===== config.mk =====
export PLATFORM = sky130hd
export DESIGN_NAME = fact_bus_master
export DESIGN_NICKNAME = d
export VERILOG_FILES = /design/src/rtl/fact_bus_master.sv
export SDC_FILE = /design/constraint.sdc
export NUM_CORES = 1
export LEC_CHECK = 0
export CAP_MARGIN = 20
export CORE_UTILIZATION = 30
export DETAILED_ROUTE_END_ITERATION = 10
export GPL_ROUTABILITY_DRIVEN = 0
export SLEW_MARGIN = 20
export SYNTH_ARGS = -nofsm -noshare
export SYNTH_HDL_FRONTEND = slang
export SYNTH_SLANG_ARGS = --single-unit

===== constraint.sdc =====
create_clock -name clk -period 3.7 [get_ports clk]
set_clock_uncertainty 0.2 [all_clocks]
set_input_delay 0.925 -clock clk [delete_from_list [all_inputs] [get_ports clk]]
set_output_delay 0.925 -clock clk [all_outputs]
set_load 0.02 [all_outputs]

===== src/rtl/fact_bus_master.sv =====
// rtl/fact_bus_master.sv - bus initiator that runs one factorial job (write n, pulse go, poll, read result)
module fact_bus_master #(
    parameter logic [1:0] ADDR_N      = 2'b00,
    parameter logic [1:0] ADDR_GO     = 2'b01,
    parameter logic [1:0] ADDR_ST     = 2'b10,
    parameter logic [1:0] ADDR_RES    = 2'b11,
    parameter int         TIMEOUT_CYC = 1024
) (
    input  logic        clk,
    input  logic        rst,
    input  logic        start,
    input  logic [3:0]  n_in,
    output logic        busy,
    output logic        valid,
    output logic [31:0] result,
    output logic        err,
    output logic        timeout,
    output logic [1:0]  A,
    output logic        WE,
    output logic [3:0]  WD,
    input  logic [31:0] RD
);

    localparam int            CW       = (TIMEOUT_CYC > 2) ? $clog2(TIMEOUT_CYC) : 1;
    localparam logic [CW-1:0] CNT_LAST = CW'(TIMEOUT_CYC - 1);

    typedef enum logic [2:0] {
        S_IDLE, S_WR_N, S_WR_GO, S_CLR_GO, S_POLL, S_RD_RES, S_FAIL, S_FIN
    } state_t;

    state_t        state_q, state_d;
    logic [3:0]    n_q, n_d;
    logic [CW-1:0] cnt_q, cnt_d;
    logic          busy_q, busy_d;
    logic          valid_q, valid_d;
    logic [31:0]   result_q, result_d;
    logic          err_q, err_d;
    logic          timeout_q, timeout_d;
    logic [1:0]    a_q, a_d;
    logic          we_q, we_d;
    logic [3:0]    wd_q, wd_d;

    always_ff @(posedge clk or negedge rst) begin
        if (!rst) begin
            state_q   <= S_IDLE;
            n_q       <= '0;
            cnt_q     <= '0;
            busy_q    <= 1'b0;
            valid_q   <= 1'b0;
            result_q  <= '0;
            err_q     <= 1'b0;
            timeout_q <= 1'b0;
            a_q       <= '0;
            we_q      <= 1'b0;
            wd_q      <= '0;
        end else begin
            state_q   <= state_d;
            n_q       <= n_d;
            cnt_q     <= cnt_d;
            busy_q    <= busy_d;
            valid_q   <= valid_d;
            result_q  <= result_d;
            err_q     <= err_d;
            timeout_q <= timeout_d;
            a_q       <= a_d;
            we_q      <= we_d;
            wd_q      <= wd_d;
        end
    end

    always_comb begin
        state_d   = state_q;
        n_d       = n_q;
        cnt_d     = cnt_q;
        result_d  = result_q;
        err_d     = err_q;
        timeout_d = timeout_q;

        case (state_q)
            S_IDLE: begin
                if (start) begin
                    n_d       = n_in;
                    err_d     = 1'b0;
                    timeout_d = 1'b0;
                    state_d   = S_WR_N;
                end
            end
            S_WR_N:   state_d = S_WR_GO;
            S_WR_GO:  state_d = S_CLR_GO;
            S_CLR_GO: begin
                cnt_d   = '0;
                state_d = S_POLL;
            end
            S_POLL: begin
                cnt_d = cnt_q + 1'b1;
                // done takes priority over an expiring poll budget
                if (RD[0]) begin
                    err_d   = RD[1];
                    state_d = S_RD_RES;
                end else if (cnt_q == CNT_LAST) begin
                    state_d = S_FAIL;
                end
            end
            S_RD_RES: begin
                result_d = RD;
                state_d  = S_FIN;
            end
            S_FAIL: begin
                timeout_d = 1'b1;
                result_d  = '0;
                err_d     = 1'b0;
                state_d   = S_FIN;
            end
            S_FIN:   state_d = S_IDLE;
            default: state_d = S_IDLE;
        endcase

        // Outputs are registered from the next state so they line up with the state they belong to
        valid_d = (state_d == S_FIN);
        busy_d  = (state_d != S_IDLE) && (state_d != S_FIN);
        a_d     = '0;
        we_d    = 1'b0;
        wd_d    = '0;
        case (state_d)
            S_WR_N: begin
                a_d  = ADDR_N;
                wd_d = n_d;
                we_d = 1'b1;
            end
            S_WR_GO: begin
                a_d  = ADDR_GO;
                wd_d = 4'b0001;
                we_d = 1'b1;
            end
            S_CLR_GO: begin
                a_d  = ADDR_GO;
                we_d = 1'b1;
            end
            S_POLL:   a_d = ADDR_ST;
            S_RD_RES: a_d = ADDR_RES;
            default:  a_d = '0;
        endcase
    end

    assign busy    = busy_q;
    assign valid   = valid_q;
    assign result  = result_q;
    assign err     = err_q;
    assign timeout = timeout_q;
    assign A       = a_q;
    assign WE      = we_q;
    assign WD      = wd_q;

endmodule


-- Word-level counts from Yosys, hierarchy flattened
Cells that the tools add are included.
- register bits after elaboration: 60
- input port bits: 39
- output and inout bits: 43
- word-level logic and storage cells: 56
- $add $sub $neg: 1
- equality and inequality tests: 17
- multiplexer cells: 15
- reduce and logical (&&, ||, !) cells: 12
- operators with widths (kind ; number):
    one-hot mux 32 bit (2 select lines) ; 1
    equality test 3 bit, second input constant ; 7
    one-hot mux 3 bit (7 select lines) ; 1
    one-hot mux 10 bit (2 select lines) ; 1
    equality test 3 x 2 -> 1 bit, second input constant ; 4
    adder 10 x 1 -> 10 bit, second input constant ; 1
    equality test 10 bit, second input constant ; 1
    two-way mux 3 bit ; 3
    two-way mux 4 bit ; 2
    one-hot mux 4 bit (2 select lines) ; 1
    equality test 3 x 1 -> 1 bit, second input constant ; 2
    one-hot mux 2 bit (3 select lines) ; 1
    nonzero test 2 bit ; 3
    nonzero test 3 bit ; 2
    inequality test 2 bit, second input constant ; 2
    OR reduction 2 bit ; 2
    zero test 3 bit ; 1
    two-way mux 1 bit ; 3
    inequality test 3 bit, second input constant ; 1
    one-hot mux 1 bit (3 select lines) ; 1
    AND reduction 3 bit ; 1
    OR reduction 3 bit ; 1
    one-hot mux 1 bit (2 select lines) ; 1
    AND reduction 2 bit ; 1
    logical AND 1 bit ; 1

-- Depth between registers and ports, before layout
- depth in word-level cells: 7
- gate-level depth with buffers: 5
- depth with buffers taken out: 4

-- Worst setup path before layout
OpenSTA, ideal clock, no wires.
- path type: input -> register
- start: in start
- end: reg err_q (netlist: err)
- library setup time: 0.082 ns
- data arrival time: 1.375 ns
- required time: 3.418 ns
- path slack: 2.042 ns
- stages on the path: 3
- path buffers: 0
- cells stage by stage: nor2_1 o32a_1 o22ai_1
- word-level cells in the longest chain between the ends: 2
- ends and longest elaborated chain (element ; RTL line ; source):
    start: declaration ; 11 ; input logic start,
    inequality test 2 bit (no source line) ; n/a ;
    AND reduction 3 bit (no source line) ; n/a ;
    end signal: assignment ; 63 ; err_q <= err_d;
    end: declaration ; 37 ; logic err_q, err_d;
Every way passes these cells.
A chain may end at the register's enable or synchronous reset.

-- Final worst setup path
- start: reg timeout_q (netlist: timeout)
- end: out timeout
- RTL lines (element ; RTL line ; source):
    start: declaration ; 38 ; logic timeout_q, timeout_d;
    start signal: assignment ; 64 ; timeout_q <= timeout_d;
    end: declaration ; 17 ; output logic timeout,
No word-level cell between the ends.

==> results.yml <==
cts:
  cts_buffer_depth: 2
  holdBufCountCts: 0
  clk_latency_ps: 300
  cts-resized-gates: 0
  cts_tree: "done"
  path_clk_slew_ps: 100
  cts_root_buffer: "clkbuf_8"
  cts.sinks: 56
  cts_max_level: 2
  cts-buffers-inserted: 5
  cts_setup_buffers: 0
pwr:
  vdd_drop_max_v: 0.0002300
  cellPowerDensity_nw_per_um2: 767.2
  p_leak_nw: 1.449
timing:
  setup_violations: 0
  fmax_mhz: 412.6
  period_needed_ps: 2424
  tightest_slew_ps: 537.0
  setup_ws_ps: 1276
  relSlewSlack: 0.6420
  finalHoldViolations: 0
  finalMaxSlewViolations: 0
  timing.final.crit_share: 0.6551
  rsz0062_at_grt: "false"
  fin_tns_setup_ps: 0
floorplanning:
  ios: 82
  die_area_sq_um: 7960
  die_h_microns: 89.22
  rows: 31
  core-area_sq_um: 7292
  die_x_microns: 89.22
  start_util: 0.3130
grt:
  antenna_found_initial: 0
  grt_use_total: 0.1277
  grt_pass1_vias: 1654
  grt_max_degree: 34
  grt_overflow: 0
  grt_pass1_wl_mm: 7.769
routing:
  drtPass1Iterations: 4
  route.detailed.drc: 0
  viasPerCell: 4.910
  drt_iter0_drc: 71
  drtAntennaViolNets: 0
  finalWirelength_mm: 5.140
  wire_per_inst_microns: 14.04
  num_vias: 1797
logic_synthesis:
  syn-num-nets: 227
  postSynthCellCount: 187
  synth.cell_area_sq_um: 2282
  yosysWarnings: 0
  ys_seq_area_frac: 0.6140
  ys_seq_elements: 56
  ys_async_sr_fraction: 1.000
  synth_ff_type: "dfrtp_1"
  syn_avg_cell_area_sq_um: 12.20
  synth_edf_count: 0
  ys_types: 34
cells_and_area:
  layout-area-overhead-vs-synth_pct: 43.37
  final_cell_mix: "clkdlybuf4s50_1, dfrtp_1, a22o_1"
  antenna_cells: 0
  multi_input_comb_area_sq_um: 795.8
  layout-drive-gt1-share: 0.05993
  nNetsFinal: 306
  seq_area_sq_um: 1401
  final_common_cell: "clkdlybuf4s50_1"
  fillers: 687
  final_util: 0.4487
hold_path:
  min_path_type: "input pin to asynchronous set/reset pin"
critical_path:
  cp_cell_sequence: "clkdlybuf4s50_1"
  end_kind: "primary output"
  cp.arrival_ps: 1300
  cp_top_family: "buffers and inverters"
  cp_slowest_cell: "clkdlybuf4s50_1"
  cpPeakStageDelay_ps: 610
  critPathKind: "register to primary output"
  cp_max_fo: 3
  path_buf_inv: 1
  critPathLaunchType: "register"
  required_ps: 2570
placement:
  dpl.hpwl_mm: 3.558
  dp_slack_ps: 1350
  port_buffers: 81
outcome:
  status: "completed"
flow_run:
  cap_violations: 0
-- power by group --
| group | internal (mW) | switching (mW) | total (mW) |
|---|---|---|---|
| clock network | 0.135 | 0.192 | 0.327 |
| registers | 0.827 | 0.167 | 0.994 |
| logic | 0.588 | 0.600 | 1.19 |
| total | 1.55 | 0.960 | 2.51 |
-- cells by family after synthesis --
kind of cell	synth area share
mux	0.03509
fa+ha+maj	0.005482
simple gates	0.1261
compound gates	0.1771
buf+inv	0.03838
flops	0.6140
xor+xnor	0.003838
-- area by class of cell --
type	count	area share
sequential	56	0.4283
timing repair buffer	85	0.2554
multi-input combinational	111	0.2432
tap	99	0.03786
clock buffer	6	0.02218
inverter	7	0.008031
clock inverter	2	0.004971
-- sequential cells by signal (all words and copies together) (netlist names) --
| register | count |
|---|---|
| WD | 4 |
| cnt_q | 10 |
| state_q | 3 |
| err | 1 |
| WE | 1 |
| result | 32 |
| A | 2 |
| timeout | 1 |
| valid | 1 |
| busy | 1 |
-- cells in the mapped netlist, types with 2 or more instances --
library cell	count	area, sq um
a211oi_1	2	15.01
a21oi_1	4	20.02
a22o_1	32	280.3
a31oi_1	2	12.51
and2_1	4	25.02
and3_1	3	18.77
buf_2	10	50.05
clkbuf_1	3	11.26
dfrtp_1	56	1401
inv_1	7	26.28
mux2i_1	8	80.08
nand2_1	15	56.30
nand3_1	7	35.03
nand4_1	5	31.28
nor2_1	3	11.26
nor2b_1	2	12.51
nor3_1	2	10.01
o21ai_0	4	20.02
o22ai_1	3	18.77
-- layer usage --
metal	up-vias	routed length, microns	global-route usage
met5	-	0	0
met4	0	55	0.05483
li1	844	-	-
met2	65	2358	0.2096
met3	6	438	0.03786
met1	882	2287	0.1565
-- worst paths after layout --
path | depth (start not counted) | to | slack [ps] | start
setup / recovery | 1 | timeout | 1280 | timeout
hold / removal | 1 | result[10] | 200 | rst
setup reg to reg | 4 | result[23] | 1750 | state_q[1]
hold reg to reg | 1 | cnt_q[9] | 290 | cnt_q[9]
max in group asynchronous | 2 | cnt_q[3] | 2490 | rst
min in group clk | 1 | cnt_q[9] | 290 | cnt_q[9]
-- stage by stage --
| step | total power, mW | hold WS, ps | instance area, sq um | instances |
|---|---|---|---|---|
| after global placement | 2.194 | 266.9 | 3183 | 358 |
| after floorplan | 1.669 | 245.4 | 2282 | 187 |
| after global routing | 2.668 | 177.5 | 3272 | 366 |
| after CTS | 2.549 | 186.6 | 3272 | 366 |
| after detailed placement | 2.206 | 276.9 | 3183 | 358 |
| final | 2.510 | 204.6 | 3272 | 366 |
No activity file was read; power rests on OpenSTA's default activity.
